### src/rtl/lsu_pkg.sv
// rtl/lsu_pkg.sv - shared load/store constants, FSM states and lane helpers
package lsu_pkg;

  localparam logic [2:0] F3_B  = 3'b000;
  localparam logic [2:0] F3_H  = 3'b001;
  localparam logic [2:0] F3_W  = 3'b010;
  localparam logic [2:0] F3_BU = 3'b100;
  localparam logic [2:0] F3_HU = 3'b101;

  typedef enum logic [1:0] {
    IDLE = 2'd0,
    BUSY = 2'd1,
    DONE = 2'd2
  } lsu_state_t;

  function automatic logic [3:0] make_strobe(input logic [2:0] f3, input logic [1:0] off);
    case (f3)
      F3_B:    make_strobe = 4'b0001 << off;
      F3_H:    make_strobe = 4'b0011 << off;
      F3_W:    make_strobe = 4'b1111;
      default: make_strobe = 4'b0000;
    endcase
  endfunction

  // Narrow stores are replicated on every lane so the strobes alone pick the bytes.
  function automatic logic [31:0] lane_data(input logic [2:0] f3, input logic [31:0] d);
    case (f3)
      F3_B:    lane_data = {4{d[7:0]}};
      F3_H:    lane_data = {2{d[15:0]}};
      default: lane_data = d;
    endcase
  endfunction

endpackage

### src/rtl/load_extend.sv
// rtl/load_extend.sv - aligns the captured bus word and sign/zero-extends it
module load_extend
  import lsu_pkg::*;
(
  input  logic [31:0] word,
  input  logic [1:0]  offset,
  input  logic [2:0]  funct3,
  output logic [31:0] result
);

  logic [31:0] shifted;

  always_comb begin
    shifted = word >> {offset, 3'b000};
    case (funct3)
      F3_B:    result = {{24{shifted[7]}}, shifted[7:0]};
      F3_H:    result = {{16{shifted[15]}}, shifted[15:0]};
      F3_BU:   result = {24'd0, shifted[7:0]};
      F3_HU:   result = {16'd0, shifted[15:0]};
      default: result = shifted;
    endcase
  end

endmodule

### src/rtl/mem_access_unit.sv
// rtl/mem_access_unit.sv - single-transaction load/store unit on a req/ack bus
module mem_access_unit
  import lsu_pkg::*;
#(
  parameter int TIMEOUT = 16
) (
  input  logic        clk,
  input  logic        rst,
  input  logic        s_mem_read,
  input  logic        s_mem_write,
  input  logic [2:0]  funct3,
  input  logic [31:0] addr,
  input  logic [31:0] wdata,
  output logic        stall,
  output logic [31:0] load_data,
  output logic        misaligned,
  output logic        bus_err,
  output logic        bus_req,
  output logic        bus_we,
  output logic [31:0] bus_addr,
  output logic [3:0]  bus_wstrb,
  output logic [31:0] bus_wdata,
  input  logic [31:0] bus_rdata,
  input  logic        bus_ack
);

  localparam logic [7:0] CNT_LAST = 8'(TIMEOUT - 1);

  lsu_state_t  state;
  logic [7:0]  cnt;
  logic        err_q;
  logic [31:0] rdata_q;
  logic [1:0]  off_q;
  logic [2:0]  f3_q;

  logic        req;
  logic        f3_ok;
  logic        aligned;
  logic        accept;
  logic        reject;
  logic [31:0] ext_data;

  always_comb begin
    req = s_mem_read | s_mem_write;
    case (funct3)
      F3_B, F3_H, F3_W: f3_ok = 1'b1;
      F3_BU, F3_HU:     f3_ok = ~s_mem_write;
      default:          f3_ok = 1'b0;
    endcase
    case (funct3)
      F3_H, F3_HU: aligned = ~addr[0];
      F3_W:        aligned = (addr[1:0] == 2'b00);
      default:     aligned = 1'b1;
    endcase
    accept = (state == IDLE) && req && f3_ok && aligned;
    reject = (state == IDLE) && req && !(f3_ok && aligned);
  end

  assign stall      = accept || (state == BUSY);
  assign misaligned = reject;
  assign bus_err    = (state == DONE) && err_q;
  assign load_data  = ((state == DONE) && !bus_we) ? ext_data : 32'd0;

  load_extend u_load_extend (
    .word   (rdata_q),
    .offset (off_q),
    .funct3 (f3_q),
    .result (ext_data)
  );

  always_ff @(posedge clk) begin
    if (rst) begin
      state     <= IDLE;
      cnt       <= 8'd0;
      err_q     <= 1'b0;
      rdata_q   <= 32'd0;
      off_q     <= 2'd0;
      f3_q      <= 3'd0;
      bus_req   <= 1'b0;
      bus_we    <= 1'b0;
      bus_addr  <= 32'd0;
      bus_wstrb <= 4'd0;
      bus_wdata <= 32'd0;
    end else begin
      case (state)
        IDLE: begin
          if (accept) begin
            // Write wins when both strobes are raised together.
            bus_req   <= 1'b1;
            bus_we    <= s_mem_write;
            bus_addr  <= {addr[31:2], 2'b00};
            bus_wstrb <= s_mem_write ? make_strobe(funct3, addr[1:0]) : 4'd0;
            bus_wdata <= s_mem_write ? lane_data(funct3, wdata) : 32'd0;
            off_q     <= addr[1:0];
            f3_q      <= funct3;
            cnt       <= 8'd0;
            err_q     <= 1'b0;
            state     <= BUSY;
          end
        end
        BUSY: begin
          if (bus_ack) begin
            rdata_q <= bus_rdata;
            bus_req <= 1'b0;
            state   <= DONE;
          end else if (cnt == CNT_LAST) begin
            rdata_q <= 32'd0;
            err_q   <= 1'b1;
            bus_req <= 1'b0;
            state   <= DONE;
          end else begin
            cnt <= cnt + 8'd1;
          end
        end
        DONE: begin
          cnt   <= 8'd0;
          err_q <= 1'b0;
          state <= IDLE;
        end
        default: state <= IDLE;
      endcase
    end
  end

endmodule

### config.mk
export PLATFORM = sky130hd
export DESIGN_NAME = mem_access_unit
export DESIGN_NICKNAME = d
export VERILOG_FILES = /design/src/rtl/lsu_pkg.sv /design/src/rtl/load_extend.sv /design/src/rtl/mem_access_unit.sv
export SDC_FILE = /design/constraint.sdc
export NUM_CORES = 1
export LEC_CHECK = 0
export CORE_MARGIN = 2
export CORE_UTILIZATION = 35
export DETAILED_ROUTE_END_ITERATION = 12
export PLACE_DENSITY_LB_ADDON = 0.1
export SLEW_MARGIN = 25
export SYNTH_ARGS = -nofsm -noshare
export SYNTH_HDL_FRONTEND = slang
export SYNTH_HIERARCHICAL = 1
export SYNTH_SLANG_ARGS = --single-unit
### constraint.sdc
create_clock -name clk -period 6.1 [get_ports clk]
set_input_delay 1.22 -clock clk [delete_from_list [all_inputs] [get_ports clk]]
set_output_delay 1.22 -clock clk [all_outputs]
set_load 0.01 [all_outputs]
==> flow_metrics.py, run 1 <==
metrics = {
    "detailed_routing": {
        "first_pass_iters": 6,
        "ant_nets": 0,
        "via_per_inst": 5.09,
        "drc": 0,
        "via_count": 5456,
        "wire_per_inst_um": 15.8,
        "wirelength_mm": 16.9,
        "drt_iter0_drc": 347,
    },
    "placed_design": {
        "gp_congestion": 0.784,
        "dpl-instance-area_um2": 7670,
        "portBuffers": 206,
        "dpl.hpwl_mm": 11.8,
    },
    "setup_path": {
        "path_class": "in2out",
        "arrival_ns": 3.36,
        "crit_required_ns": 4.88,
        "start_kind": "input port",
        "crit_fanout": 8,
        "crit_path_end_kind": "primary output",
    },
    "clock_tree": {
        "cts-htree-levels": 4,
        "ctsRootBufferMaster": "clkbuf_16",
        "cts.reportedPaths.clkPinSlew_ns": 0.05,
        "insertion_delay_ns": 0.41,
        "cts.sinks": 116,
        "cts_hold_repair.buffers": 0,
        "post_cts_resized": 0,
        "cts_tree": "built",
        "clockBufferDepth": 2,
        "postCtsSetupBuffers": 0,
        "numCtsBuffers": 17,
    },
    "finish": {
        "diodes": 0,
        "fin_nets": 952,
        "stdcell_area_um2": 8270,
        "fillers": 1424,
        "syn_to_final_growth_pct": 50.2,
        "drive_gt1_share_pct": 8.84,
        "final_util_pct": 54.0,
    },
    "synth": {
        "synth_edf_count": 0,
        "synthMostInstantiatedCell": "nand2_1",
        "synthCells": 667,
        "yosysUniqueCellTypes": 52,
        "ys_ff_latch": 116,
        "synth_commonest_cells": "nand2_1, dfxtp_1, a21oi_1",
        "netlist_area_um2": 5510,
        "seq_area_frac_synth_pct": 42.2,
        "avgSynthCellArea_um2": 8.26,
        "synth_top_area_share_pct": 42.2,
        "synth.yosys.warnings": 6,
        "ys.flop_type": "dfxtp_1",
        "synth_area_leaders": "dfxtp_1, nand2_1, a21oi_1",
        "async_flop_share_pct": 0,
        "synth_largest_area_cell": "dfxtp_1",
    },
    "power": {
        "ir_drop_mv": 0.185,
        "combPwrFrac_pct": 14.5,
        "leakage_nw": 2.97,
        "clkPwrFrac_pct": 47.3,
        "powerDensity_nw_per_um2": 258,
        "power_frac_seq_pct": 38.2,
        "switchingPower_uw": 511,
        "sw_frac_of_total_pct": 24.0,
        "p_int_mw": 1.62,
    },
    "sta": {
        "max_freq_mhz": 218,
        "clock_skew_ns": 0.00754,
        "drv_slew": 0,
        "rsz0062_at_grt": "false",
        "holdWs_ns": 0.452,
        "final_hold_viol_count": 0,
        "fin_crit_sh_pct": 75.1,
        "worst-slew-pin-transition_ns": 1.03,
        "setup_viol": 0,
        "fin_setup_tns_ns": 0,
        "layout_min_cycle_time_ns": 4.58,
        "maxSlewHeadroom_pct": 31.4,
    },
    "grt": {
        "grt_antenna_before_repair": 0,
        "grt_pass1_wl_mm": 26.6,
        "grt_max_degree": 77,
        "first_global_vias": 5260,
        "grt_overflow": 0,
        "grt_usage_pct": 20.1,
    },
    "die": {
        "core_um2": 15300,
        "io_pins": 209,
        "rows": 45,
        "die_area_um2": 16800,
        "start_util_pct": 36.0,
        "die_h_um": 129,
        "fp.dieW_um": 129,
    },
    "worst_hold_path": {
        "hold_class": "reg2reg",
    },
    "outcome": {
        "status": "complete, no violations",
    },
    "run": {
        "drv_cap": 0,
    },
}
-- cell families (layout without fill, tap and decap cells) --
logic type | count (synthesis) | after routing | share of synthesized area (%)
buffers and inverters | 63 | 255 | 5.09
DFF | 116 | 116 | 42.2
muxes | 44 | 44 | 8.36
other | 1 | 2 | 0.0681
and+or+nand+nor | 260 | 260 | 22.3
adders and majority gates | 1 | 1 | 0.227
AOI/OAI and AO/OA | 182 | 182 | 21.8
-- layer usage --
metal  vias up  share of wire [%]  global-route usage (%)
met2       196                 47                    32.1
met4         0                1.5                    6.33
met3        17                8.7                    8.26
met5         -                  0                       0
li1       2711                  -                       -
met1      2532                 43                    24.7
-- sequential cells by signal (all words and copies together) (netlist names) --
register / count
rdata_q: 32
bus_addr: 30
cnt: 8
bus_wdata: 32
bus_wstrb: 4
bus_req: 1
f3_q: 3
state: 2
off_q: 2
bus_we: 1
err_q: 1
-- power by group through the flow --
stage / Combinational (mW) / Clock (mW) / Sequential, mW
3_3_place_gp: 0.305 / 0 / 0.827
5_1_grt: 0.337 / 1.07 / 0.818
3_5_place_dp: 0.309 / 0 / 0.829
4_1_cts: 0.311 / 1.03 / 0.814
6_report: 0.309 / 1.01 / 0.814
2_1_floorplan: 0.151 / 0 / 0.832
-- metrics by stage --
stage	instances	setup WS [ns]	power (mW)
CTS	1071	1.52	2.16
finish	1071	1.52	2.13
global route	1071	1.46	2.22
floorplan	668	2.19	0.983
detailed placement	1039	1.52	1.14
global placement	1039	1.57	1.13
-- placed cells by master, fill, tap and decap left out, types with 3 or more instances in the layout --
master / n
and2_1: 32
or4_1: 6
buf_4: 12
nand2_1: 134
mux2_2: 16
o21ai_0: 11
dfxtp_1: 116
clkbuf_1: 3
nor3_1: 4
or2_2: 5
clkdlybuf4s50_1: 205
clkbuf_8: 3
o31ai_1: 5
a21oi_1: 92
mux2i_1: 28
nor2b_1: 11
nand3_1: 28
a211oi_1: 14
a22o_1: 32
nand2b_1: 3
clkbuf_16: 17
o2111ai_1: 8
inv_1: 5
bufinv_16: 3
clkinv_2: 4
nor2_1: 22
-- critical path, stage by stage --
cell	delay (ns)
clkdlybuf4s50_1	0.55
or4_4	0.63
a211o_2	0.37
nand2_1	0.06
clkdlybuf4s50_1	0.53
-- area by class of cell --
class,instances,area [um2],area share [%]
Multi-Input combinational cell,489,2920,35.3
Timing Repair Buffer,218,2150,26.0
Sequential cell,116,2320,28.1
Clock buffer,23,478,5.78
Tap cell,211,264,3.19
Clock inverter,9,126,1.53
Inverter,5,18.8,0.227
-- worst paths after layout --
| check | startpoint | to | slack (ns) | depth (start not counted) |
|---|---|---|---|---|
| setup / recovery | funct3[2] | stall | 1.52 | 5 |
| hold / removal | bus_wdata[3] | bus_wdata[3] | 0.45 | 2 |
| setup reg to reg | state[0] | bus_wdata[21] | 4.06 | 5 |
| hold reg to reg | bus_wdata[3] | bus_wdata[3] | 0.45 | 2 |
No activity file was read; power rests on OpenSTA's default activity.
==> run 2, diff against run 1 <==
clock period = 3.8 ns   (was 6.1 ns; I/O delays follow)
==> run 2 against run 1 <==
Hold slack lost 0.0036 ns. Sequential share of layout area shrank 0.32 points. Wire length is essentially flat. Global-route usage grew 0.12 points. Sequential cell count is the same. Clock skew grew 0.0037 ns. Largest cell class unchanged.
==> flow_metrics.py, run 2 (synthesis results as in run 1) <==
metrics = {
    "grt": {
        "grt_pass1_wl_mm": 26.6,
        "grt_usage_pct": 20.2,
        "first_global_vias": 5272,
        "grt_antenna_before_repair": 0,
        "grt_overflow": 0,
        "grt_max_degree": 73,
    },
    "finish": {
        "diodes": 0,
        "drive_gt1_share_pct": 9.82,
        "layout_common_cells": "clkdlybuf4s50_1, nand2_1, dfxtp_1",
        "stdcell_area_um2": 8370,
        "final_common_cell": "clkdlybuf4s50_1",
        "fin_nets": 958,
        "syn_to_final_growth_pct": 52.0,
        "largestRegisters": "bus_wdata: 32 flops, rdata_q: 32 flops, bus_addr: 30 flops",
        "final_util_pct": 54.6,
    },
    "sta": {
        "worst-slew-pin-transition_ns": 0.848,
        "setup_viol": 0,
        "drv_slew": 0,
        "layout_min_cycle_time_ns": 3.49,
        "maxSlewHeadroom_pct": 43.1,
        "fin_crit_sh_pct": 91.9,
        "final_hold_viol_count": 0,
        "fin_setup_tns_ns": 0,
        "rsz0062_at_grt": "false",
        "clock_skew_ns": 0.0112,
        "max_freq_mhz": 286,
    },
    "clock_tree": {
        "cts-htree-levels": 4,
        "clockBufferDepth": 2,
        "ctsRootBufferMaster": "clkbuf_16",
        "numCtsBuffers": 17,
        "cts.sinks": 116,
        "cts_tree": "built",
        "cts.reportedPaths.clkPinSlew_ns": 0.05,
        "insertion_delay_ns": 0.41,
    },
    "power": {
        "leakage_nw": 3.01,
        "ir_drop_mv": 0.316,
        "p_total_mw": 3.52,
        "powerDensity_nw_per_um2": 420,
    },
    "die": {
        "core_um2": 15300,
        "die_h_um": 129,
        "rows": 45,
        "io_pins": 209,
        "fp.dieW_um": 129,
        "die_area_um2": 16800,
        "start_util_pct": 36.0,
    },
    "setup_path": {
        "crit_required_ns": 3.04,
        "arrival_ns": 2.73,
        "start_kind": "input port",
        "crit_path_end_kind": "primary output",
        "path_class": "in2out",
        "crit_fanout": 38,
    },
    "worst_hold_path": {
        "hold_class": "reg2reg",
    },
    "detailed_routing": {
        "via_count": 5379,
        "first_pass_iters": 5,
        "wirelength_mm": 16.9,
        "wire_per_inst_um": 15.7,
        "drc": 0,
        "drt_iter0_drc": 329,
        "via_per_inst": 4.99,
        "ant_nets": 0,
    },
    "outcome": {
        "status": "complete, no violations",
    },
    "placed_design": {
        "dpl-instance-area_um2": 7730,
        "dpl.hpwl_mm": 11.9,
        "portBuffers": 206,
        "gp_congestion": 0.768,
    },
    "run": {
        "drv_cap": 0,
    },
}
run 2: cell count changes in the layout (fill, tap and decap cells not counted):
cell / previous run / this run
o211ai_4: 0 / 1
o211ai_2: 1 / 0
bufinv_16: 3 / 4
buf_4: 12 / 17
clkinvlp_4: 1 / 5
clkbuf_8: 3 / 2
buf_12: 0 / 1
clkinv_2: 4 / 3
o21ai_0: 11 / 10
clkbuf_1: 3 / 0
o21ai_1: 1 / 2
run 2: per-stage QoR:
stage	setup slack [ns]	std cells	hold WS (ns)
5_1_grt	0.116	1077	0.468
3_5_place_dp	0.305	1045	0.443
2_1_floorplan	0.809	668	0.437
6_report	0.308	1077	0.448
3_3_place_gp	0.344	1045	0.441
4_1_cts	0.186	1077	0.449
run 2: final timing paths:
kind,startpoint,endpoint,slack (ns),cells after the start
max reg2reg,cnt[4],cnt[7],1.67,4
min reg2reg,bus_wdata[0],bus_wdata[0],0.45,2
max,s_mem_write,stall,0.31,6
min,bus_wdata[0],bus_wdata[0],0.45,2
run 2: worst max-delay path, cell delays in order:
cell and delay, ns:
clkdlybuf4s50_1 0.50, buf_4 0.36, nor2_1 0.18, a211o_2 0.34
nand2_1 0.06, clkdlybuf4s50_1 0.53
run 2: area by class of cell:
class | instances | area, um2
Clock inverter | 13 | 181
Sequential cell | 116 | 2320
Tap cell | 211 | 264
Timing Repair Buffer | 224 | 2200
Clock buffer | 19 | 453
Inverter | 5 | 18.8
Fill cell | 1426 | 6950
Multi-Input combinational cell | 489 | 2930
run 2: power by group:
group	internal [mW]	switching, mW
registers	1.27	0.0392
clock network	1.13	0.583
logic	0.260	0.241
run 2: layer usage:
metal / vias up / global-route usage [%] / share of wire [%]
li1: 2728 / - / -
met1: 2471 / 24.2 / 43
met2: 171 / 33.4 / 48
met3: 9 / 8.09 / 8.8
met4: 0 / 6.20 / 0.72
met5: - / 0 / 0
run 2: what timing repair did:
action	CTS	global route
hold endpoints to repair	0	0
hold buffers	0	0
setup endpoints to repair	0	5
gates resized for setup	0	1
buffers inserted	0	0
==> run 3, diff against run 2 <==
--- a/config.mk
+++ b/config.mk
@@ -7,7 +7,8 @@
 export LEC_CHECK = 0
 export CORE_MARGIN = 2
-export CORE_UTILIZATION = 35
+export CORE_UTILIZATION = 40
 export DETAILED_ROUTE_END_ITERATION = 12
 export PLACE_DENSITY_LB_ADDON = 0.1
+export RECOVER_POWER = 100
 export SLEW_MARGIN = 25
 export SYNTH_ARGS = -nofsm -noshare
==> constraint.sdc (replaced) <==
create_clock -name clk -period 3.8 [get_ports clk]
set_input_delay 0.57 -clock clk [delete_from_list [all_inputs] [get_ports clk]]
set_output_delay 0.57 -clock clk [all_outputs]
set_load 0.01 [all_outputs]
==> run 3 against run 2 <==
Final cell count down 4.1%. Design area is 2.2% lower. Clock power shrank 8%. Clock skew fell by 0.0019 ns. Fmax is 1.4% lower. The run now ends with capacitance limit, slew limit left. Global-route usage increased by 2.7 points. Sequential share of layout area rose by 0.63 points. Total power fell by 4.3%.
==> flow_metrics.py, run 3 (synthesis results as in run 1) <==
metrics = {
    "die": {
        "io_pins": 209,
        "rows": 42,
        "start_util_pct": 41.3,
        "die_area_um2": 14700,
        "fp.dieW_um": 121,
        "core_um2": 13300,
        "die_h_um": 121,
    },
    "setup_path": {
        "critPathTopFamily": "buffers and inverters",
        "crit_fanout": 38,
        "cp_cell_sequence": "clkdlybuf4s50_1 > clkbuf_2 > nor2_1 > a211o_2 > nand2_1 > dlygate4sd3_1",
        "arrival_ns": 2.97,
        "path_buf_inv": 3,
        "crit_required_ns": 3.23,
        "cpMaxStageDelayCell": "dlygate4sd3_1",
        "start_kind": "input port",
        "critPathMaxStageDelay_ns": 0.61,
        "path_class": "in2out",
        "crit_path_end_kind": "primary output",
    },
    "power": {
        "powerDensity_nw_per_um2": 411,
        "ir_drop_mv": 0.305,
        "leakage_nw": 3.18,
    },
    "placed_design": {
        "gp_congestion": 0.852,
        "dpl-instance-area_um2": 7640,
        "portBuffers": 206,
        "dpl.hpwl_mm": 11.4,
        "dp_slack_ns": 0.507,
    },
    "clock_tree": {
        "post_cts_resized": 0,
        "numCtsBuffers": 17,
        "cts_hold_repair.buffers": 0,
        "postCtsSetupBuffers": 0,
        "ctsRootBufferMaster": "clkbuf_16",
        "clockBufferDepth": 2,
        "cts_tree": "built",
        "cts.sinks": 116,
        "insertion_delay_ns": 0.41,
        "cts-htree-levels": 4,
        "cts.reportedPaths.clkPinSlew_ns": 0.05,
    },
    "sta": {
        "max_freq_mhz": 282,
        "worst-slew-pin-transition_ns": 1.54,
        "holdWs_ns": 0.444,
        "clock_skew_ns": 0.00935,
        "drv_slew": 34,
        "fin_setup_tns_ns": 0,
        "layout_min_cycle_time_ns": 3.54,
        "rsz0062_at_grt": "false",
        "maxSlewHeadroom_pct": -2.50,
        "setup_viol": 0,
        "final_hold_viol_count": 0,
        "fin_crit_sh_pct": 93.2,
        "finalWorstSetupSlack_ns": 0.257,
    },
    "grt": {
        "grt_overflow": 0,
        "grt_pass1_wl_mm": 26.5,
        "grt_antenna_before_repair": 0,
        "first_global_vias": 5206,
        "grt_usage_pct": 22.9,
        "grt_max_degree": 76,
    },
    "detailed_routing": {
        "ant_nets": 0,
        "via_per_inst": 5.26,
        "drc": 0,
        "first_pass_iters": 5,
        "wirelength_mm": 16.7,
        "via_count": 5435,
        "wire_per_inst_um": 16.1,
        "drt_iter0_drc": 357,
    },
    "finish": {
        "fin_nets": 954,
        "layout_common_cells": "nand2_1, clkdlybuf4s50_1, dfxtp_1",
        "diodes": 0,
        "stdcell_area_um2": 8180,
        "final_util_pct": 61.3,
        "syn_to_final_growth_pct": 48.6,
        "final_common_cell": "nand2_1",
        "drive_gt1_share_pct": 7.82,
        "largestRegisters": "bus_wdata: 32 flops, rdata_q: 32 flops, bus_addr: 30 flops",
    },
    "worst_hold_path": {
        "hold_class": "reg2reg",
    },
    "run": {
        "drv_cap": 1,
    },
    "outcome": {
        "status": "finished with violations",
        "violations": "capacitance limit, slew limit",
    },
}
## run 3: area by class of cell
class / count / area (um2)
clock buffer: 21 / 470
clock inverter: 6 / 105
multi-input combinational: 489 / 2910
fill: 1212 / 5160
tap: 176 / 220
inverter: 5 / 18.8
timing repair buffer: 220 / 2140
sequential: 116 / 2320
## run 3: through the flow
stage / total power, mW / std cells
floorplan: 1.58 / 668
global placement: 1.82 / 1006
detailed placement: 1.83 / 1006
CTS: 3.41 / 1033
global route: 3.50 / 1033
finish: 3.37 / 1033
## run 3: tightest hold or removal path, stage by stage, from the launching register on
cell and delay, ns:
dfxtp_1 0.30, nand2_1 0.05, a21oi_1 0.05
## run 3: report_power, final
part	leakage [nW]	internal (mW)	switching, mW
combinational	1.96	0.237	0.247
clock	0.286	1.06	0.522
sequential	0.942	1.27	0.0331
## run 3: worst paths after layout
check / start / end / slack, ns / depth (start not counted)
worst max-delay path: s_mem_write / stall / 0.26 / 6
worst min-delay path: bus_wdata[15] / bus_wdata[15] / 0.44 / 2
worst max register to register: cnt[0] / rdata_q[0] / 1.19 / 6
worst min register to register: bus_wdata[15] / bus_wdata[15] / 0.44 / 2
## run 3: layer usage
| layer | GRT usage [%] | up-vias | wire length, um |
|---|---|---|---|
| met5 | 0 | - | 0 |
| met4 | 6.97 | 0 | 246 |
| met3 | 9.54 | 18 | 1580 |
| met2 | 36.5 | 182 | 7890 |
| met1 | 28.1 | 2530 | 6960 |
| li1 | - | 2705 | - |
